$ cat config.mk
export PLATFORM = sky130hd
export DESIGN_NAME = voice_allocator
export DESIGN_NICKNAME = d
export VERILOG_FILES = /design/src/rtl/voice_allocator.sv
export SDC_FILE = /design/constraint.sdc
export NUM_CORES = 1
export LEC_CHECK = 0
export BUFFER_PORTS_ARGS = -buffer_cell sky130_fd_sc_hd__buf_4
export CORE_UTILIZATION = 57
export DETAILED_ROUTE_END_ITERATION = 8
export GPL_ROUTABILITY_DRIVEN = 0
export PLACE_DENSITY = 0.74
export SKIP_LAST_GASP = 1
export SLEW_MARGIN = 20
export SYNTH_ARGS = -nofsm -noshare
export SYNTH_HDL_FRONTEND = slang
export SYNTH_SLANG_ARGS = --single-unit
$ cat constraint.sdc
create_clock -name clk -period 6.45 [get_ports clk]
set_input_delay 0.3225 -clock clk [delete_from_list [all_inputs] [get_ports clk]]
set_output_delay 0.3225 -clock clk [all_outputs]
set_load 0.05 [all_outputs]
$ cat src/rtl/voice_allocator.sv
// Shares NUM_VOICES voices between MIDI note events: match/free/oldest-releasing/oldest-held allocation, release tails, stealing.
// Event to voice outputs in NUM_VOICES+2 cycles; ev_ready is low from acceptance until the FSM is back in IDLE.
module voice_allocator #(
   parameter int NUM_VOICES  = 16,
   parameter int RELEASE_LEN = 50,
   parameter int AGE_W       = 8
) (
   input  logic                    clk,
   input  logic                    rst,
   input  logic                    tick,
   input  logic                    ev_valid,
   output logic                    ev_ready,
   input  logic                    ev_on,
   input  logic [6:0]              ev_note,
   input  logic [2:0]              ev_vel,
   output logic [NUM_VOICES-1:0]   voice_gate,
   output logic [NUM_VOICES-1:0]   voice_busy,
   output logic [NUM_VOICES*7-1:0] voice_note,
   output logic [NUM_VOICES*3-1:0] voice_vel,
   output logic [NUM_VOICES-1:0]   voice_retrig
);

   localparam int IDX_W = $clog2(NUM_VOICES);
   localparam int REL_W = (RELEASE_LEN < 1) ? 1 : $clog2(RELEASE_LEN + 1);
   localparam logic [REL_W-1:0] REL_INIT = REL_W'(RELEASE_LEN);
   localparam logic [AGE_W-1:0] AGE_MAX  = '1;

   typedef enum logic [1:0] {S_IDLE, S_SCAN, S_COMMIT} fsm_t;
   typedef enum logic [1:0] {V_FREE, V_HELD, V_REL} vst_t;

   fsm_t state_q, state_d;
   logic accept, commit, scan_last;

   logic             on_q;
   logic [6:0]       note_q;
   logic [2:0]       vel_q;
   logic [IDX_W-1:0] idx_q;

   logic             match_vld, free_vld, rel_vld, held_vld;
   logic [IDX_W-1:0] match_idx, free_idx, rel_idx, held_idx, tgt;
   logic [AGE_W-1:0] rel_age, held_age;

   vst_t             vstate [NUM_VOICES];
   logic [6:0]       vnote  [NUM_VOICES];
   logic [2:0]       vvel   [NUM_VOICES];
   logic [AGE_W-1:0] vage   [NUM_VOICES];
   logic [REL_W-1:0] vrel   [NUM_VOICES];
   logic [NUM_VOICES-1:0] retrig_q;

   assign accept    = ev_valid && ev_ready;
   assign commit    = (state_q == S_COMMIT);
   assign scan_last = (idx_q == IDX_W'(NUM_VOICES - 1));

   always_ff @(posedge clk or negedge rst) begin
      if (!rst) state_q <= S_IDLE;
      else      state_q <= state_d;
   end

   always_comb begin
      state_d  = state_q;
      ev_ready = 1'b0;
      case (state_q)
         S_IDLE: begin
            ev_ready = 1'b1;
            if (ev_valid) state_d = S_SCAN;
         end
         S_SCAN:   if (scan_last) state_d = S_COMMIT;
         S_COMMIT: state_d = S_IDLE;
         default:  state_d = S_IDLE;
      endcase
   end

   // One voice inspected per SCAN cycle; strict '>' keeps the lowest index on age ties.
   always_ff @(posedge clk or negedge rst) begin
      if (!rst) begin
         on_q      <= 1'b0;
         note_q    <= '0;
         vel_q     <= '0;
         idx_q     <= '0;
         match_vld <= 1'b0;
         free_vld  <= 1'b0;
         rel_vld   <= 1'b0;
         held_vld  <= 1'b0;
         match_idx <= '0;
         free_idx  <= '0;
         rel_idx   <= '0;
         held_idx  <= '0;
         rel_age   <= '0;
         held_age  <= '0;
      end else if (accept) begin
         on_q      <= ev_on && (ev_vel != 3'd0);
         note_q    <= ev_note;
         vel_q     <= ev_vel;
         idx_q     <= '0;
         match_vld <= 1'b0;
         free_vld  <= 1'b0;
         rel_vld   <= 1'b0;
         held_vld  <= 1'b0;
      end else if (state_q == S_SCAN) begin
         idx_q <= idx_q + 1'b1;
         if (!match_vld && vstate[idx_q] != V_FREE && vnote[idx_q] == note_q) begin
            match_vld <= 1'b1;
            match_idx <= idx_q;
         end
         if (!free_vld && vstate[idx_q] == V_FREE) begin
            free_vld <= 1'b1;
            free_idx <= idx_q;
         end
         if (vstate[idx_q] == V_REL && (!rel_vld || vage[idx_q] > rel_age)) begin
            rel_vld <= 1'b1;
            rel_idx <= idx_q;
            rel_age <= vage[idx_q];
         end
         if (vstate[idx_q] == V_HELD && (!held_vld || vage[idx_q] > held_age)) begin
            held_vld <= 1'b1;
            held_idx <= idx_q;
            held_age <= vage[idx_q];
         end
      end
   end

   always_comb begin
      tgt = held_idx;
      if (match_vld)     tgt = match_idx;
      else if (free_vld) tgt = free_idx;
      else if (rel_vld)  tgt = rel_idx;
   end

   // Commit assignments come after the countdown so they win on the same voice.
   always_ff @(posedge clk or negedge rst) begin
      if (!rst) begin
         retrig_q <= '0;
         for (int k = 0; k < NUM_VOICES; k++) begin
            vstate[k] <= V_FREE;
            vnote[k]  <= '0;
            vvel[k]   <= '0;
            vage[k]   <= '0;
            vrel[k]   <= '0;
         end
      end else begin
         retrig_q <= '0;
         for (int k = 0; k < NUM_VOICES; k++) begin
            if (vstate[k] == V_REL && tick) begin
               vrel[k] <= vrel[k] - 1'b1;
               if (vrel[k] <= REL_W'(1)) vstate[k] <= V_FREE;
            end
            if (commit) begin
               if (on_q) begin
                  if (IDX_W'(k) == tgt) begin
                     vstate[k]   <= V_HELD;
                     vnote[k]    <= note_q;
                     vvel[k]     <= vel_q;
                     vage[k]     <= '0;
                     vrel[k]     <= '0;
                     retrig_q[k] <= 1'b1;
                  end else if (vstate[k] != V_FREE && vage[k] != AGE_MAX) begin
                     vage[k] <= vage[k] + 1'b1;
                  end
               end else if (match_vld && IDX_W'(k) == match_idx && vstate[k] == V_HELD) begin
                  if (RELEASE_LEN == 0) begin
                     vstate[k] <= V_FREE;
                  end else begin
                     vstate[k] <= V_REL;
                     vrel[k]   <= REL_INIT;
                  end
               end
            end
         end
      end
   end

   always_comb begin
      voice_gate = '0;
      voice_busy = '0;
      voice_note = '0;
      voice_vel  = '0;
      for (int k = 0; k < NUM_VOICES; k++) begin
         voice_gate[k]        = (vstate[k] == V_HELD);
         voice_busy[k]        = (vstate[k] != V_FREE);
         voice_note[7*k +: 7] = vnote[k];
         voice_vel[3*k +: 3]  = vvel[k];
      end
   end

   assign voice_retrig = retrig_q;

endmodule
==> results.cfg <==
[global_route]
top_usage_layer = met2
use_met1_pct = 40.8
grt_pass1_vias = 18500
grt_pass1_wl_um = 105000
grt_start_max_net_pins = 158
grtUsageMet2_pct = 49.9
antenna_found_initial = 1
track_usage_pct = 31.2
met3_usage_pct = 8.45
overflow = 0

[finish]
multi_input_comb_area_um2 = 11500
drive_above_1_share_pct = 26.9
nets = 2457
final_area_um2 = 28400
area_growth_pct = 17.1
seqCellArea_um2 = 12100
antennaDiodeCount = 0
n_fill_cell = 2984
stdcell_count = 2956

[floorplan]
die_area_um2 = 43400
die_h_um = 208
ioPinCount = 224
rows = 75
initial_utilization_pct = 57.9
die_w_um = 208
coreArea_um2 = 41900

[logic_synthesis]
synth_area_um2 = 24300
ys_ff_latch = 485
syn_inst = 2146
avgSynthCellArea_um2 = 11.3
ys_seq_area_share_pct = 50.0
synth_edf_count = 0
synth_common_cells = 485 x dfrtp_1, 212 x nor2_1, 198 x mux2_2
synth_top_area_cell = dfrtp_1
synth.top_cell.area_share_pct = 50.0
yosys.cell_count.top_type = dfrtp_1
synth.net_count = 2226
synth_ff_type = dfrtp_1
async_flop_share_pct = 100
yosysUniqueCellTypes = 65
yosys_warnings = 0
yosys-top-cells-area = dfrtp_1 50%, mux2_2 9.2%, mux4_2 6.9%

[clock_tree]
cts_max_path_buffers = 3
htreeDepth = 2
clkLatencyLatePin_ns = 0.61
cts_tree = yes
cts_sinks = 485
cts_hold_buf = 12
post-cts-setup-buffer-count = 0
clk_pin_slew_ns = 0.06
cts_buffers = 52
root_buffer = clkbuf_16
post_cts_resized = 0

[setup_path]
worst_ep_required_time_ns = 6.92
cp-start-kind = register
cp-startpoint = idx_q[0]
crit_fanout = 39
end_kind = register
slowest_delay_ns = 0.90
regToRegStartpoint = idx_q[0]
critPathArrivalTime_ns = 4.93
worst_path_max_delay_cell = dfrtp_4
timing_worst_setup_path_type = register to register
path_cells = mux4_2, mux4_2, ha_1, nor2b_1, o21a_1, o21a_1, o21ai_0, a221oi_1, o211ai_1, buf_4, mux2_2

[route]
vias = 18400
viasPerCell = 6.21
drc = 0
wl_um = 66800
drt-pass1-iter-count = 6
drtAntennaViolNets = 0
routedWlPerCell_um = 22.6
drt_iter0_drc = 1657

[place]
placed_area_um2 = 26600
dp.cells = 2850
dpl.hpwl_um = 45600
numPortBuffers = 223
dp_slack_ns = 2.02

[timing]
slew_headroom_pct = 25.5
fin_skew_ns = 0.0234
setup_viol = 0
finalCritPeriodShare_pct = 69.1
rsz0062_at_grt = no
finalSetupTns_ns = 0
max_freq_mhz = 224
tightest_slew_ns = 1.11
fin_ws_ns = 1.99
drv_slew = 0
hold_viol = 0
finalCriticalPeriod_ns = 4.46

[pwr]
finalPower_mw = 10.5
power_density_nw_per_um2 = 370
peakVddDrop_mv = 0.264
leakagePower_nw = 13.5

[run]
cap_violations = 0

[hold_path]
min_from = ev_on
hold_path_class = input pin to register

[run_status]
status = finished clean
[cell usage in the layout (no fill, tap or decap), types with 8 or more instances in the layout]
cell / Yosys / routed
clkinv_2: 0 / 9
nand2_1: 163 / 162
nand2b_1: 23 / 23
o211ai_1: 8 / 8
a21o_1: 22 / 22
clkbuf_8: 0 / 12
xnor2_1: 86 / 86
o21ai_0: 92 / 92
dfrtp_1: 485 / 482
clkbuf_16: 0 / 52
xor2_1: 60 / 60
nor3_1: 43 / 39
nand3b_1: 14 / 14
nor2b_1: 35 / 35
nand3_1: 60 / 60
nor4_1: 23 / 20
buf_4: 2 / 252
or2_2: 10 / 10
a311oi_1: 8 / 8
mux4_2: 74 / 74
o22ai_1: 8 / 8
o31ai_1: 22 / 22
a21oi_1: 97 / 97
mux2i_1: 10 / 10
mux2_2: 198 / 198
dlygate4sd3_1: 0 / 12
inv_1: 84 / 84
or3_1: 18 / 18
ha_1: 65 / 65
clkbuf_1: 29 / 12
nor2_1: 212 / 212
nand4_1: 28 / 28
or4_1: 12 / 12
and3_1: 19 / 19
[path summary, 6_finish.rpt]
| check | cells past startpoint | end | slack, ns |
|---|---|---|---|
| min reg2reg | 2 | held_vld | 0.48 |
| min in group asynchronous | 2 | vrel[33] | 0.38 |
| max in group asynchronous | 3 | vrel[25] | 4.49 |
| min | 3 | on_q | 0.10 |
| max | 11 | rel_idx[3] | 1.99 |
| max reg2reg | 11 | rel_idx[3] | 1.99 |
[final cells by class]
type                            count  share of cell area (%)
Inverter                           85                    1.12
Clock buffer                       76                    5.31
Clock inverter                     18                   0.831
Timing Repair Buffer              267                    7.27
Tap cell                          539                    2.37
Sequential cell                   485                    42.7
Multi-Input combinational cell   1486                    40.4
[where the power goes]
| part | switching, mW | total, mW | internal (mW) |
|---|---|---|---|
| registers | 0.787 | 4.34 | 3.55 |
| logic | 1.87 | 3.11 | 1.25 |
| clock network | 1.26 | 3.08 | 1.82 |
| total | 3.91 | 10.5 | 6.62 |
[per-stage QoR]
step | hold slack, ns | utilization (%)
4_1_cts | 0.0696 | 67.8
5_1_grt | 0.103 | 67.8
3_3_place_gp | 0.454 | 63.3
2_1_floorplan | 0.0269 | -
6_report | 0.103 | 67.8
3_5_place_dp | 0.453 | 63.3
[sequential cells by signal, indices dropped and copies added (netlist names), 3 cells and up]
signal,flops
vrel,96
voice_vel,48
voice_note,112
note_q,7
voice_retrig,16
rel_idx,4
idx_q,4
match_idx,4
vage,128
held_age,8
rel_age,8
free_idx,4
vel_q,3
held_idx,4
vstate,32
[worst max-delay path, delay by kind of cell, from the launching register on]
kind            cells  cell delay (ns)
flops               1             0.90
compound gates      5             1.13
mux                 3             1.49
fa+ha+maj           1             0.33
simple gates        1             0.15
buf+inv             1             0.29
[cell families (layout without fill, tap and decap cells)]
logic type / count (synthesis) / count (layout) / synth area share (%)
mux: 286 / 286 / 16.8
simple gates: 686 / 686 / 13.9
compound gates: 303 / 303 / 7.64
buf+inv: 175 / 446 / 3.05
flops: 485 / 485 / 50.0
fa+ha+maj: 65 / 65 / 3.35
xor+xnor: 146 / 146 / 5.26
[metal layers]
layer | routed length [µm] | up-vias
li1 | - | 8108
met1 | 26900 | 9371
met2 | 31700 | 730
met3 | 5790 | 151
met4 | 2400 | 2
met5 | 12 | -
Power figures use the tool's default switching activity.
